<file path="src/rtl/iterative_alu.sv">
// Multi-cycle 32-bit ALU: single-cycle add/sub/logic/slt, bit-serial SLL and
// shift-add MUL, with a start/busy/done handshake and registered N/V/C flags.
`timescale 1ns/1ps
module iterative_alu (
  input  logic        clk,
  input  logic        reset,
  input  logic        start,
  input  logic [2:0]  ctrl,
  input  logic [31:0] A,
  input  logic [31:0] B,
  output logic        busy,
  output logic        done,
  output logic [31:0] result,
  output logic        negative,
  output logic        overflow,
  output logic        carry_out
);

  localparam int DATA_W = 32;

  typedef enum logic [1:0] {S_IDLE, S_RUN, S_DONE} state_t;

  state_t            state_q, state_d;
  logic              is_mul_q, is_mul_d;
  logic [5:0]        count_q, count_d;
  logic [DATA_W-1:0] result_q, result_d;
  logic [DATA_W-1:0] mcand_q, mcand_d;
  logic [DATA_W-1:0] mplier_q, mplier_d;
  logic              neg_q, neg_d;
  logic              ovf_q, ovf_d;
  logic              cout_q, cout_d;
  logic              busy_q, busy_d;
  logic              done_q, done_d;

  logic [DATA_W:0]   sum_add, sum_sub;
  logic              slt_bit;

  function automatic logic [DATA_W:0] add_carry(input logic [DATA_W-1:0] a,
                                                input logic [DATA_W-1:0] b,
                                                input logic              cin);
    return {1'b0, a} + {1'b0, b} + {{DATA_W{1'b0}}, cin};
  endfunction

  function automatic logic signed_ovf(input logic a_msb, input logic b_msb,
                                      input logic s_msb);
    return (a_msb == b_msb) && (s_msb != a_msb);
  endfunction

  assign sum_add = add_carry(A, B, 1'b0);
  assign sum_sub = add_carry(A, ~B, 1'b1);
  assign slt_bit = ($signed(A) < $signed(B));

  always_comb begin
    state_d  = state_q;
    is_mul_d = is_mul_q;
    count_d  = count_q;
    result_d = result_q;
    mcand_d  = mcand_q;
    mplier_d = mplier_q;
    ovf_d    = ovf_q;
    cout_d   = cout_q;
    case (state_q)
      S_IDLE: begin
        if (start) begin
          state_d  = S_DONE;
          is_mul_d = 1'b0;
          ovf_d    = 1'b0;
          cout_d   = 1'b0;
          case (ctrl)
            3'b000: begin
              result_d = sum_add[DATA_W-1:0];
              cout_d   = sum_add[DATA_W];
              ovf_d    = signed_ovf(A[31], B[31], sum_add[31]);
            end
            3'b001: begin
              result_d = sum_sub[DATA_W-1:0];
              cout_d   = sum_sub[DATA_W];
              ovf_d    = signed_ovf(A[31], ~B[31], sum_sub[31]);
            end
            3'b010:  result_d = A & B;
            3'b011:  result_d = A | B;
            3'b100:  result_d = A ^ B;
            3'b101:  result_d = {{(DATA_W-1){1'b0}}, slt_bit};
            3'b110: begin
              result_d = A;
              count_d  = {1'b0, B[4:0]};
              if (B[4:0] != 5'd0) state_d = S_RUN;
            end
            default: begin
              // result_q doubles as the multiply accumulator
              result_d = '0;
              mcand_d  = A;
              mplier_d = B;
              count_d  = 6'd32;
              is_mul_d = 1'b1;
              state_d  = S_RUN;
            end
          endcase
        end
      end
      S_RUN: begin
        if (is_mul_q) begin
          if (mplier_q[0]) result_d = result_q + mcand_q;
          mcand_d  = mcand_q << 1;
          mplier_d = mplier_q >> 1;
        end else begin
          result_d = result_q << 1;
        end
        count_d = count_q - 6'd1;
        if (count_q == 6'd1) state_d = S_DONE;
      end
      default: state_d = S_IDLE;
    endcase
    neg_d  = result_d[DATA_W-1];
    busy_d = (state_d != S_IDLE);
    done_d = (state_d == S_DONE);
  end

  always_ff @(posedge clk) begin
    if (reset) begin
      state_q  <= S_IDLE;
      is_mul_q <= 1'b0;
      count_q  <= '0;
      result_q <= '0;
      neg_q    <= 1'b0;
      ovf_q    <= 1'b0;
      cout_q   <= 1'b0;
      busy_q   <= 1'b0;
      done_q   <= 1'b0;
    end else begin
      state_q  <= state_d;
      is_mul_q <= is_mul_d;
      count_q  <= count_d;
      result_q <= result_d;
      neg_q    <= neg_d;
      ovf_q    <= ovf_d;
      cout_q   <= cout_d;
      busy_q   <= busy_d;
      done_q   <= done_d;
    end
  end

  // Multiplier operand shifters carry no control meaning; left unreset
  always_ff @(posedge clk) begin
    mcand_q  <= mcand_d;
    mplier_q <= mplier_d;
  end

  assign busy      = busy_q;
  assign done      = done_q;
  assign result    = result_q;
  assign negative  = neg_q;
  assign overflow  = ovf_q;
  assign carry_out = cout_q;

endmodule
</file>
<file path="config.mk">
export PLATFORM = sky130hd
export DESIGN_NAME = iterative_alu
export DESIGN_NICKNAME = d
export VERILOG_FILES = /design/src/rtl/iterative_alu.sv
export SDC_FILE = /design/constraint.sdc
export NUM_CORES = 1
export LEC_CHECK = 0
export CAP_MARGIN = 20
export CORE_MARGIN = 3
export CORE_UTILIZATION = 60
export CTS_BUF_LIST = sky130_fd_sc_hd__clkbuf_8
export DETAILED_ROUTE_END_ITERATION = 8
export PLACE_DENSITY = 0.82
export SYNTH_ARGS = -nofsm -noshare
export SYNTH_HDL_FRONTEND = slang
export SYNTH_SLANG_ARGS = --single-unit
</file>
<file path="constraint.sdc">
create_clock -name clk -period 9.65 [get_ports clk]
set_input_delay 1.93 -clock clk [delete_from_list [all_inputs] [get_ports clk]]
set_output_delay 1.93 -clock clk [all_outputs]
set_load 0.005 [all_outputs]
</file>
Word-level counts from Yosys, hierarchy flattened

Cells that the tools add are included.

Bits in registers: 109
Word-level logic and storage cells: 77
Output and inout port bits: 37

Order comparisons: 1
Add/sub/neg operators: 5
Reductions and logical operators: 13
Eq/ne operators: 18
Bitwise operators: 5
Muxes and demuxes: 24

Operator list:

| kind                                             | number |
|---|---|
| 2-to-1 mux 32 bit                                | 9 |
| one-hot mux 32 bit (7 select lines)              | 1 |
| one-hot mux 32 bit (2 select lines)              | 3 |
| adder 32 x 32 -> 33 bit                          | 2 |
| adder 33 x 1 -> 33 bit, second input constant    | 1 |
| adder 32 bit                                     | 1 |
| AND 32 bit                                       | 1 |
| < comparator 32 bit                              | 1 |
| inverter 32 bit                                  | 1 |
| OR 32 bit                                        | 1 |
| XOR 32 bit                                       | 1 |
| one-hot mux 6 bit (2 select lines)               | 2 |
| == test 3 bit, second input constant             | 3 |
| != test 2 bit, second input constant             | 4 |
| one-hot mux 2 bit (2 select lines)               | 2 |
| OR reduction 7 bit                               | 1 |
| == test 3 x 2 -> 1 bit, second input constant    | 2 |
| == test 6 x 1 -> 1 bit, second input constant    | 1 |
| 2-to-1 mux 2 bit                                 | 3 |
| 2-to-1 mux 6 bit                                 | 1 |
| AND reduction 3 bit                              | 2 |
| OR reduction 6 bit                               | 1 |
| subtractor 6 x 1 -> 6 bit, second input constant | 1 |
| nonzero test 5 bit                               | 1 |
| 15 further kinds                                 | 20 |

Depth between registers and ports, before layout

Gate-level depths: netlist of run 1.

Word-level depth: 6
Gate-level depth with buffers: 13
Mapped depth without buffers: 12

Worst setup path after synthesis of run 1

Ideal clock, no wire load.

Path type: input to register
From: input ctrl[0]
To: register mcand_q[0] (enable)
Data arrival time: 4.855 ns
Cell stages on the path: 7
Setup time: 0.427 ns
Path buffers: 4
Slack: 4.369 ns
Path through: clkbuf_1 > clkbuf_1 > clkbuf_1 > buf_1 > nand4_1 > a21oi_1 > o21a_1

Cells in the longest elaborated chain, start to end: 4
Elaborated cells between the ends (all ways): 10

RTL lines:

| element                                     | line | RTL |
|---|---|---|
| from (decl)                                 | 8    | `input logic [2:0] ctrl,` |
| == test 3 bit, or another cell as far along | 69   | `case (ctrl)` |
| OR reduction 7 bit (no source line) *       | --   |  |
| != test 2 bit (no source line) *            | --   |  |
| AND reduction 4 bit (no source line) *      | --   |  |
| to (signal assigned)                        | 145  | `mcand_q <= mcand_d;` |
| to (decl)                                   | 27   | `logic [DATA_W-1:0] mcand_q, mcand_d;` |

Mark *: on every way between the ends. The rest lies on a longest branch, timed or not.
A chain may end at the register's enable or synchronous reset.

Worst setup path after layout of run 1

From: input B[0]
To: register result_q[28] (netlist: result[28])

Cells in the longest elaborated chain, start to end: 6
Elaborated cells between the ends (all ways): 7

RTL lines:

| element                               | line | RTL |
|---|---|---|
| from (decl)                           | 10   | `input logic [31:0] B,` |
| inverter 32 bit                       | 50   | `assign sum_sub = add_carry(A, ~B, 1'b1);` |
| adder 32 x 32 -> 33 bit               | 41   | `return {1'b0, a} + {1'b0, b} + {{DATA_W{1'b0}}, cin};` |
| adder 33 x 1 -> 33 bit                | 41   |  |
| one-hot mux 32 bit (7 select lines) * | 69   |  |
| 2-to-1 mux 32 bit *                   | 64   | `if (start) begin` |
| one-hot mux 32 bit (2 select lines) * | 62   | `case (state_q)` |
| to (signal assigned)                  | 134  | `result_q <= result_d;` |
| to (decl)                             | 26   | `logic [DATA_W-1:0] result_q, result_d;` |

Mark *: on every way between the ends. The rest lies on a longest branch, timed or not. The select of a mux whose other input is x is not followed.

==> results of run 1 <==
## flip-flops by register name (all words and copies together), names as in the netlist, 2 cells and up
register	flops
count_q	6
mplier_q	32
state_q	2
result	32
mcand_q	32
## routing by layer
metal / track usage / vias to the layer above / wire length [um]
li1: - / 6141 / -
met1: 0.552 / 6312 / 18800
met2: 0.574 / 877 / 19000
met3: 0.138 / 119 / 6500
met4: 0.113 / 2 / 1320
met5: 0 / - / 14
## power breakdown
group	internal, mW	leakage [nW]	switching (mW)	total (mW)
Combinational	0.267	4.32	0.437	0.704
Sequential	0.523	0.953	0.0295	0.552
Clock	0.106	0.104	0.202	0.308
## through the flow
stage	utilization	power, mW	cell area (sq um)	instances	hold slack [ps]
after global placement	0.667	1.23	13500	1940	464
after CTS	0.677	1.54	13700	1956	517
after floorplan	-	1.00	12400	1654	454
after detailed placement	0.667	1.24	13500	1940	488
after global routing	0.677	1.63	13800	1958	522
final	0.677	1.56	13800	1958	521
## worst max path at each step
stage | startpoint | end | slack, ps | depth (start not counted)
CTS | B[0] | result[28] | 4280 | 12
finish | B[0] | result[28] | 4150 | 12
floorplan | ctrl[0] | mcand_q[0] | 4370 | 7
detailed placement | B[0] | result[28] | 3850 | 12
global placement | A[6] | result[29] | 3960 | 12
global route | B[0] | result[20] | 3990 | 12
## cell usage in the layout (no fill, tap or decap), types with 7 or more instances in the layout
cell type	instances
a2111oi_0	8
a211o_1	8
a211oi_1	44
a21o_1	28
a21oi_1	151
a221oi_1	15
a311oi_1	12
a31oi_1	20
buf_4	18
clkbuf_8	9
clkdlybuf4s50_1	103
dfxtp_1	45
edfxtp_1	64
ha_1	146
inv_1	98
inv_2	8
mux2_2	7
mux2i_1	20
nand2_1	172
nand2b_1	21
nand3_1	25
nand4_1	20
nor2_1	151
nor2b_1	13
nor3_1	32
nor4_1	16
o211ai_1	20
o21a_1	14
o21ai_0	138
o21ai_1	21
o21bai_1	16
o22ai_1	28
o31ai_1	24
xnor2_1	32
xor2_1	9
## critical path, stage by stage
cell             delay, ps
clkdlybuf4s50_1        590
ha_1                   320
fa_1                   420
o21ba_1                240
a2111o_1               480
a21oi_1                360
o2111ai_1              280
a21oi_1                320
a31oi_1                150
a211o_1                310
o221ai_1               260
a311oi_1               130
## Yosys cell counts, types with 6 or more instances
master / n / area, sq um
dfxtp_1: 45 / 901
nand3_1: 25 / 125
mux2_2: 7 / 78.8
ha_1: 146 / 1830
a211oi_1: 44 / 330
nand4_1: 20 / 125
buf_1: 8 / 30.0
o31ai_1: 24 / 180
edfxtp_1: 64 / 1920
a21oi_1: 151 / 756
a31oi_1: 21 / 131
or2_2: 6 / 37.5
nand2b_1: 21 / 131
nor4_1: 16 / 100
xnor2_1: 32 / 280
nor2b_1: 13 / 81.3
a2111oi_0: 8 / 70.1
o211ai_1: 20 / 150
clkbuf_1: 94 / 353
a311oi_1: 12 / 105
nand2_1: 172 / 646
inv_1: 98 / 368
o221ai_1: 6 / 52.6
o21a_1: 15 / 113
o21ai_1: 21 / 105
inv_2: 8 / 30.0
a21o_1: 28 / 210
o21ai_0: 138 / 691
o21bai_1: 16 / 120
xor2_1: 9 / 78.8
a211o_1: 8 / 70.1
o2111ai_1: 6 / 52.6
nor3_1: 33 / 165
nor2_1: 152 / 571
a221oi_1: 15 / 131
mux2i_1: 20 / 200
o22ai_1: 28 / 175
## cell families (layout without fill, tap and decap cells)
| group | count (synthesis) | in the layout | share of synthesized area |
|---|---|---|---|
| other | 0 | 2 | 0 |
| buffers and inverters | 216 | 248 | 0.0665 |
| adder cells (fa/ha/maj) | 149 | 149 | 0.152 |
| multiplexers | 27 | 27 | 0.0225 |
| AO/OA/AOI/OAI | 615 | 615 | 0.320 |
| XOR/XNOR | 41 | 41 | 0.0289 |
| flip-flops | 109 | 109 | 0.227 |
| AND/OR/NAND/NOR | 497 | 497 | 0.183 |
## final cells by class
cell class	count	area, sq um	area share
tap	270	338	0.0246
timing repair buffer	124	1180	0.0859
inverter	108	405	0.0295
antenna	2	5.00	0.000364
clock inverter	7	81.3	0.00591
multi-input combinational	1329	8790	0.639
clock buffer	9	124	0.00901
sequential	109	2820	0.205
==> results.toml, run 1 <==
[finish]
syn2layout_area_growth_pct = 10.7
drive_gt1_frac = 0.0451
fin_nets = 1900
fillers = 1790

[sta]
drv_slew = 0
rsz0062_at_grt = "no"
fin_worst_skew_ps = 22.2
setup_viol = 0
fin_crit_sh = 0.570
period_minus_slack_ps = 5500
setup_tns_ps = 0
layout_setup_ws_ps = 4150
hold_viol = 0
timing.slew.headroom = 0.285
fmax_ghz = 0.182
max_slew.worst_pin.slew_ps = 1070

[global_routing]
antenna_found_initial = 3
grt_max_degree = 80
first_global_vias = 12400
track_usage = 0.394
grt_overflow_total = 0
grt_pass1_wl_um = 69200

[route]
postRouteWirelength_um = 45600
vias = 13500
drtAntennaViolNets = 0
first_iter_violations = 1933
viasPerCell = 6.87
wl_per_cell_um = 23.3
post-route-drc-count = 0
drt-pass1-iter-count = 6

[power]
p_leak_nw = 5.38
power.density_nw_per_um2 = 114
ir_drop_uv = 64.8

[status]
status = "finished, final reports clean"

[synth]
synth_fp_nets = 1873
synth_edf_count = 64
synth_seq_area_share = 0.227
yosys_register_bits = 109
syn_area_per_cell_sq_um = 7.51
ys_warn_count = 0
ys_async_sr_fraction = 0
ys_types = 86
synth_cells = 1654
netlist_area_sq_um = 12400
synthFlopType = "edfxtp_1"

[cts]
clockRootBuffer = "clkbuf_8"
cts_setup_buffers = 0
cts_resized = 0
cts_made_buffers = 9
ctsHtreeMaxLevel = 3
clock_latency_ps = 420
cts_sinks = 109
hold_buffers = 0
clk_pin_slew_ps = 140
cts_tree = "done"
clockBufferDepth = 2

[floorplanning]
pin_count = 107
core_sq_um = 20300
rows = 52
die-width_um = 150
die_h_um = 150
initial_core_util = 0.612
die_area_sq_um = 22500

[critical_path]
startpoint_type = "input pin"
arrival_ps = 5780
rr_startpoint = "is_mul_q"
ff2ff_path_depth = 8
crit_fanout = 6
rr_endpoint = "mcand_q[19]"
endpoint_kind = "flop"
r2r_slack_ps = 5990
crit_required_ps = 9930
critPathKind = "input pin to flop"

[worst_hold_path]
min_to = "count_q[5]"
hp-class = "flop to flop"
hold_depth = 2
hp-start = "count_q[5]"

[placement]
gp_congestion = 1.03
dp_slack_ps = 3850
io_buffers = 106
dp_hpwl_um = 34300

[run]
max_cap_violations = 0
(Power assumes the default switching activity.)
==> inputs of run 2 (changes only) <==
clock period = 5.6 ns   (was 9.65 ns; I/O delays follow)
==> results.toml, run 2 (synthesized netlist as in run 1, its figures left out) <==
[status]
status = "finished, final reports clean"

[sta]
fin_worst_skew_ps = 18.5
fin_crit_sh = 0.885
setup_viol = 0
max_slew.worst_pin.slew_ps = 1030
timing.slew.headroom = 0.314
drv_slew = 0
period_minus_slack_ps = 4950
fmax_ghz = 0.202
hold_viol = 0
setup_tns_ps = 0
rsz0062_at_grt = "no"

[route]
wl_per_cell_um = 23.2
first_iter_violations = 1941
post-route-drc-count = 0
drtAntennaViolNets = 0
viasPerCell = 6.87
vias = 13500
drt-pass1-iter-count = 6
postRouteWirelength_um = 45500

[cts]
clockBufferDepth = 2
hold_buffers = 0
clockRootBuffer = "clkbuf_8"
cts_tree = "done"
ctsHtreeMaxLevel = 3
cts_resized = 0
clk_pin_slew_ps = 130
clock_latency_ps = 420
cts_sinks = 109
cts_setup_buffers = 0
cts_made_buffers = 9

[global_routing]
antenna_found_initial = 2
grt_max_degree = 89
first_global_vias = 12200
grt_overflow_total = 0
grt_pass1_wl_um = 69400
track_usage = 0.395

[finish]
fin_area_sq_um = 13800
seq_area_sq_um = 2820
final_common_cell = "nand2_1"
final_cell_mix = "172 x nand2_1, 151 x nor2_1, 151 x a21oi_1"
multi_input_area_sq_um = 8790
drive_gt1_frac = 0.0473
fin_nets = 1905
fillers = 1800
syn2layout_area_growth_pct = 10.9

[floorplanning]
rows = 52
die-width_um = 150
initial_core_util = 0.612
die_h_um = 150
core_sq_um = 20300
die_area_sq_um = 22500
pin_count = 107

[run]
max_cap_violations = 0

[placement]
postPlaceCellArea_sq_um = 13600
dp_hpwl_um = 34500
io_buffers = 106
gp_congestion = 1.04

[power]
power.density_nw_per_um2 = 194
p_leak_nw = 5.40
ir_drop_uv = 112

[critical_path]
endpoint_kind = "flop"
crit_fanout = 6
crit_required_ps = 5880
arrival_ps = 5230
worstSetupStartpoint = "B[0]"
rr_startpoint = "result[0]"
critPathKind = "input pin to flop"
startpoint_type = "input pin"

[worst_hold_path]
hp-class = "flop to flop"
hp-start = "count_q[5]"
## run 2: cell count changes in the layout (fill, tap and decap cells not counted)
| cell | delta |
|---|---|
| buf_4 | +4 |
| buf_12 | +1 |
| clkinv_2 | +1 |
| clkinv_4 | -1 |
| clkinv_8 | -1 |
| diode_2 | -1 |
| inv_1 | +1 |
| inv_12 | -1 |
| inv_4 | +1 |
## run 2: where the power goes
group,switching (mW),internal (mW),leakage [nW]
Combinational,0.755,0.464,4.35
Sequential,0.0521,0.901,0.953
Clock,0.330,0.170,0.0996
Total,1.14,1.53,5.40
## run 2: critical path, stage by stage
cell             delay [ps]
clkdlybuf4s50_1         650
ha_1                    340
fa_1                    420
o21ba_1                 220
a2111o_1                470
a21oi_1                 330
o2111ai_1               340
a21oi_1                 360
a31oi_1                 150
a211o_1                 310
o221ai_1                380
a311oi_1                150
## run 2: through the flow
step	total power [mW]	hold slack, ps	std cells	utilization	setup slack, ps
finish	2.67	496	1962	0.678	647
global route	2.80	528	1962	0.678	640
CTS	2.63	501	1961	0.678	862
detailed placement	2.14	484	1945	0.670	441
global placement	2.12	464	1945	0.670	509
floorplan	1.73	454	1654	-	1130
## run 2: layout make-up
type,instances,share of cell area
diodes,1,0.000182
clock buffers,9,0.00899
clock inverters,7,0.00400
inverters,108,0.0294
multi-input cells,1329,0.639
flip-flops and latches,109,0.205
well taps,270,0.0245
repair buffers,129,0.0894
## run 2: final timing paths
kind         slack (ps)  depth (start not counted)          to
max                 650                         12  result[28]
min                 500                          2  count_q[5]
max reg2reg        2210                         12  result[24]
min reg2reg         500                          2  count_q[5]
## run 2: per-layer routing
| layer | share of wire | track usage | wire length (um) | vias to the layer above |
|---|---|---|---|---|
| li1 | - | - | - | 6137 |
| met1 | 0.42 | 0.577 | 19200 | 6364 |
| met2 | 0.42 | 0.589 | 19300 | 886 |
| met3 | 0.13 | 0.0924 | 5920 | 91 |
| met4 | 0.025 | 0.0952 | 1130 | 2 |
| met5 | 0.00024 | 0 | 11 | - |
==> inputs of run 3 (changes only) <==
MAX_ROUTING_LAYER = met4   (was unset)
==> results.toml, run 3 (synthesized netlist as in run 1, its figures left out) <==
[sta]
max_slew.worst_pin.slew_ps = 1130
setup_viol = 0
fin_crit_sh = 0.885
period_minus_slack_ps = 4950
layout_setup_ws_ps = 646
fin_worst_skew_ps = 19.9
timing.slew.headroom = 0.237
rsz0062_at_grt = "no"
hold_viol = 0
setup_tns_ps = 0
drv_slew = 0
fmax_ghz = 0.202

[placement]
placed_cells_incl_taps = 1950
io_buffers = 106
postPlaceCellArea_sq_um = 13600
dp_hpwl_um = 34900
gp_congestion = 1.07
dp_slack_ps = 463

[global_routing]
grt_use_met3 = 0.0681
use_met2 = 0.583
use_met1 = 0.594
antenna_found_initial = 1
grt_busiest_layer = "met1"
first_global_vias = 12100
grt_overflow_total = 0
track_usage = 0.406
grt_max_degree = 62
grt_pass1_wl_um = 69200

[cts]
cts_setup_buffers = 0
cts_made_buffers = 9
clk_pin_slew_ps = 130
cts_tree = "done"
clock_latency_ps = 420
cts_sinks = 109
clockBufferDepth = 2
clockRootBuffer = "clkbuf_8"
hold_buffers = 0
ctsHtreeMaxLevel = 3
cts_resized = 0

[power]
power.density_nw_per_um2 = 197
ir_drop_uv = 113
p_leak_nw = 5.43

[floorplanning]
die-width_um = 150
die_area_sq_um = 22500
initial_core_util = 0.612
die_h_um = 150
core_sq_um = 20300
pin_count = 107
rows = 52

[critical_path]
rr_startpoint = "result[0]"
r2r_slack_ps = 1920
critPathCapture = "result[20]"
rr_endpoint = "result[28]"
endpoint_kind = "flop"
ff2ff_path_depth = 12
startpoint_type = "input pin"
critPathKind = "input pin to flop"
worstSetupStartpoint = "B[0]"
crit_fanout = 6
crit_required_ps = 5930
arrival_ps = 5290

[finish]
fin_nets = 1910
drive_gt1_frac = 0.0507
syn2layout_area_growth_pct = 11.3
final_common_cell = "nand2_1"
fin_cells = 1967
fin_area_sq_um = 13800
final_cell_mix = "172 x nand2_1, 151 x nor2_1, 151 x a21oi_1"
utilization = 0.681

[route]
drt-pass1-iter-count = 8
drtAntennaViolNets = 0
viasPerCell = 6.88
postRouteWirelength_um = 46000
wl_per_cell_um = 23.4
first_iter_violations = 2114
vias = 13500
post-route-drc-count = 0

[status]
status = "finished, final reports clean"

[run]
max_cap_violations = 0

[worst_hold_path]
hp-class = "flop to flop"
run 3: cell types whose count changed in the layout (fill, tap and decap cells not counted):
cell / change
inv_6: +2
clkinv_2: -1
clkbuf_8: +1
inv_8: -1
inv_1: -1
clkinv_8: +1
buf_4: +5
inv_4: -1
run 3: through the flow:
stage	hold WS [ps]	power [mW]
finish	511	2.72
global route	539	2.83
CTS	512	2.66
detailed placement	488	2.14
global placement	465	2.13
floorplan	454	1.73
run 3: critical path: stages:
cell,delay [ps]
clkdlybuf4s50_1,600
ha_1,340
fa_1,470
a211oi_1,260
o41a_1,450
a2111oi_4,150
or2_1,280
a21oi_1,260
a21oi_1,130
a2111oi_0,830
a211oi_1,100
a311oi_1,290
run 3: worst min path at each step:
stage	startpoint	to	slack [ps]	cells past startpoint
global route	count_q[5]	count_q[5]	540	2
CTS	count_q[5]	count_q[5]	510	2
detailed placement	count_q[5]	count_q[5]	490	2
finish	count_q[5]	count_q[5]	510	2
global placement	count_q[5]	count_q[5]	460	2
floorplan	count_q[5]	count_q[5]	450	2
run 3: per-layer routing:
metal | vias up | part of all wire | wire length, um
met1 | 6341 | 0.43 | 19700
met4 | 0 | 0.028 | 1270
met2 | 920 | 0.42 | 19300
li1 | 6157 | - | -
met3 | 115 | 0.12 | 5730
met5 | - | 0 | 0
run 3: power by group:
group | internal, mW | switching, mW | total (mW)
Sequential | 0.901 | 0.0531 | 0.954
Combinational | 0.467 | 0.759 | 1.23
Clock | 0.189 | 0.350 | 0.539
Total | 1.56 | 1.16 | 2.72
run 3: layout make-up:
type | count | area [sq um]
multi-input cells | 1329 | 8790
fillers | 1753 | 6470
flip-flops and latches | 109 | 2820
repair buffers | 134 | 1270
inverters | 108 | 405
well taps | 270 | 338
clock buffers | 10 | 138
clock inverters | 6 | 62.6
diodes | 1 | 2.50
==> RTL edit: new RTL, flow settings as in run 1 <==
Put one more register stage on the output `overflow`, without a reset. The value now appears one clock later. The other outputs are not delayed to match.
--- a/src/rtl/iterative_alu.sv
+++ b/src/rtl/iterative_alu.sv
@@ -151,5 +151,7 @@
   assign result    = result_q;
   assign negative  = neg_q;
-  assign overflow  = ovf_q;
+  always_ff @(posedge clk) begin
+    overflow <= ovf_q;
+  end
   assign carry_out = cout_q;
 
Formal check against the unedited RTL: not equivalent (Yosys sat finds a counterexample within 4 cycles, from zero or initial values and one cycle with reset high).
==> RTL edit against run 1 <==
Sequential share of layout area increased by 0.15 points; routed wire length decreased by 2.3%; synthesized area increased by 0.16%; critical path type unchanged; first-iteration DRC count decreased by 15%; worst setup slack got worse by 0.11 ns; sequential cell count increased by 1; synthesized cell count about the same; power decreased by 0.98%; core utilization unchanged; global-route usage decreased by 1.1 points; design area unchanged; clock power decreased by 5%.
==> RTL edit: results (changes against run 1) <==
finish:
  drive_above_1_share_pct: 4.45  # -0.062 points
  fill_cells: 1779  # -0.61%
outcome:
  status: "completed"
grt:
  antenna_found_initial: 2  # -1
  grt_pass1_vias: 12200  # -2.4%
  grt_start_max_net_pins: 89  # +11%
  grt_pass1_wl_um: 67400  # -2.6%
  grt_util_all_layers_pct: 38.3  # -1.1 points
critical_path:
  critPathLaunch: "A[6]"
  worstPathArrival_ns: 5.92  # +0.14 ns
  r2r_slack_ns: 6.18  # +0.19 ns
  slowest_stage: "nor4_2"
  critPathMaxFanout: 12  # +6
  r2r_start: "result[0]$_SDFFE_PP0P_"
synthesis:
  yosysSeqAreaShare_pct: 22.8  # +0.12 points
  synth_top_area_share_pct: 15.4  # -0.025 points
  syn_avg_cell_area_um2: 7.52  # +0.10%
  synthTopCellsByArea: "edfxtp_1 (15%), ha_1 (15%), dfxtp_1 (7.4%)"
sta:
  fin_skew_ns: 0.0204  # -0.00183 ns
  hold-worst-slack_ns: 0.373  # -0.148 ns
  slew_headroom_pct: 26.7  # -1.8 points
placed_design:
  post-place-ws_ns: 3.71  # -0.148 ns
  hpwlAfterDp_um: 33500  # -2.4%
detailed_routing:
  vias_per_cell: 6.81  # -0.89%
  post_drt_wl_per_cell_um: 22.8  # -2.3%
  drtIter0Drc: 1641  # -15%
clocking:
  cts_resized: 0  # unchanged
pwr:
  irDropWorstVdd_uv: 62.0  # -4.4%
  power_leakage_uw: 0.00538  # +0.12%
worst_hold_path:
  hold_start: "ovf_q$_SDFFE_PP0P_"
==> RTL edit: cells by family after synthesis <==
| group | count (synthesis) | synth area share, % |
|---|---|---|
| compound gates | 615 | 31.9 |
| simple gates | 497 | 18.3 |
| buf+inv | 216 | 6.64 |
| mux | 27 | 2.24 |
| flops | 110 | 22.8 |
| xor+xnor | 41 | 2.89 |
| fa+ha+maj | 149 | 15.2 |
==> RTL edit: area by class of cell <==
type	count	area (um2)	area share [%]
tap	270	338	2.46
multi-input combinational	1329	8790	63.9
timing repair buffer	124	1180	8.59
antenna	1	2.50	0.0182
clock buffer	9	124	0.901
sequential	110	2840	20.7
inverter	108	405	2.95
clock inverter	7	63.8	0.464
==> RTL edit: through the flow <==
step	instance area, um2	util (%)
after floorplan	12400	-
after global placement	13600	66.8
after detailed placement	13600	66.8
after CTS	13700	67.7
after global routing	13800	67.7
final	13800	67.7
==> RTL edit: metal layers <==
metal / part of all wire [%] / wire length [um] / vias to the layer above / global-route usage, %
met5: 0.029 / 13 / - / 0
met4: 2.8 / 1270 / 2 / 11.2
met3: 12 / 5300 / 102 / 9.96
met2: 42 / 18900 / 836 / 56.5
met1: 43 / 19000 / 6257 / 55.0
li1: - / - / 6134 / -
==> RTL edit: final timing paths <==
check,to,cells past startpoint
max,result[25]$_SDFFE_PP0P_,12
min,overflow$_DFF_P_,0
max reg2reg,result[28]$_SDFFE_PP0P_,12
min reg2reg,overflow$_DFF_P_,0
==> RTL edit: report_power, final <==
part	leakage [uW]	total, uW	internal (uW)	switching [uW]
clock network	0.000101	292	101	191
registers	0.000961	557	527	29.3
logic	0.00432	701	267	433
total	0.00538	1550	896	653
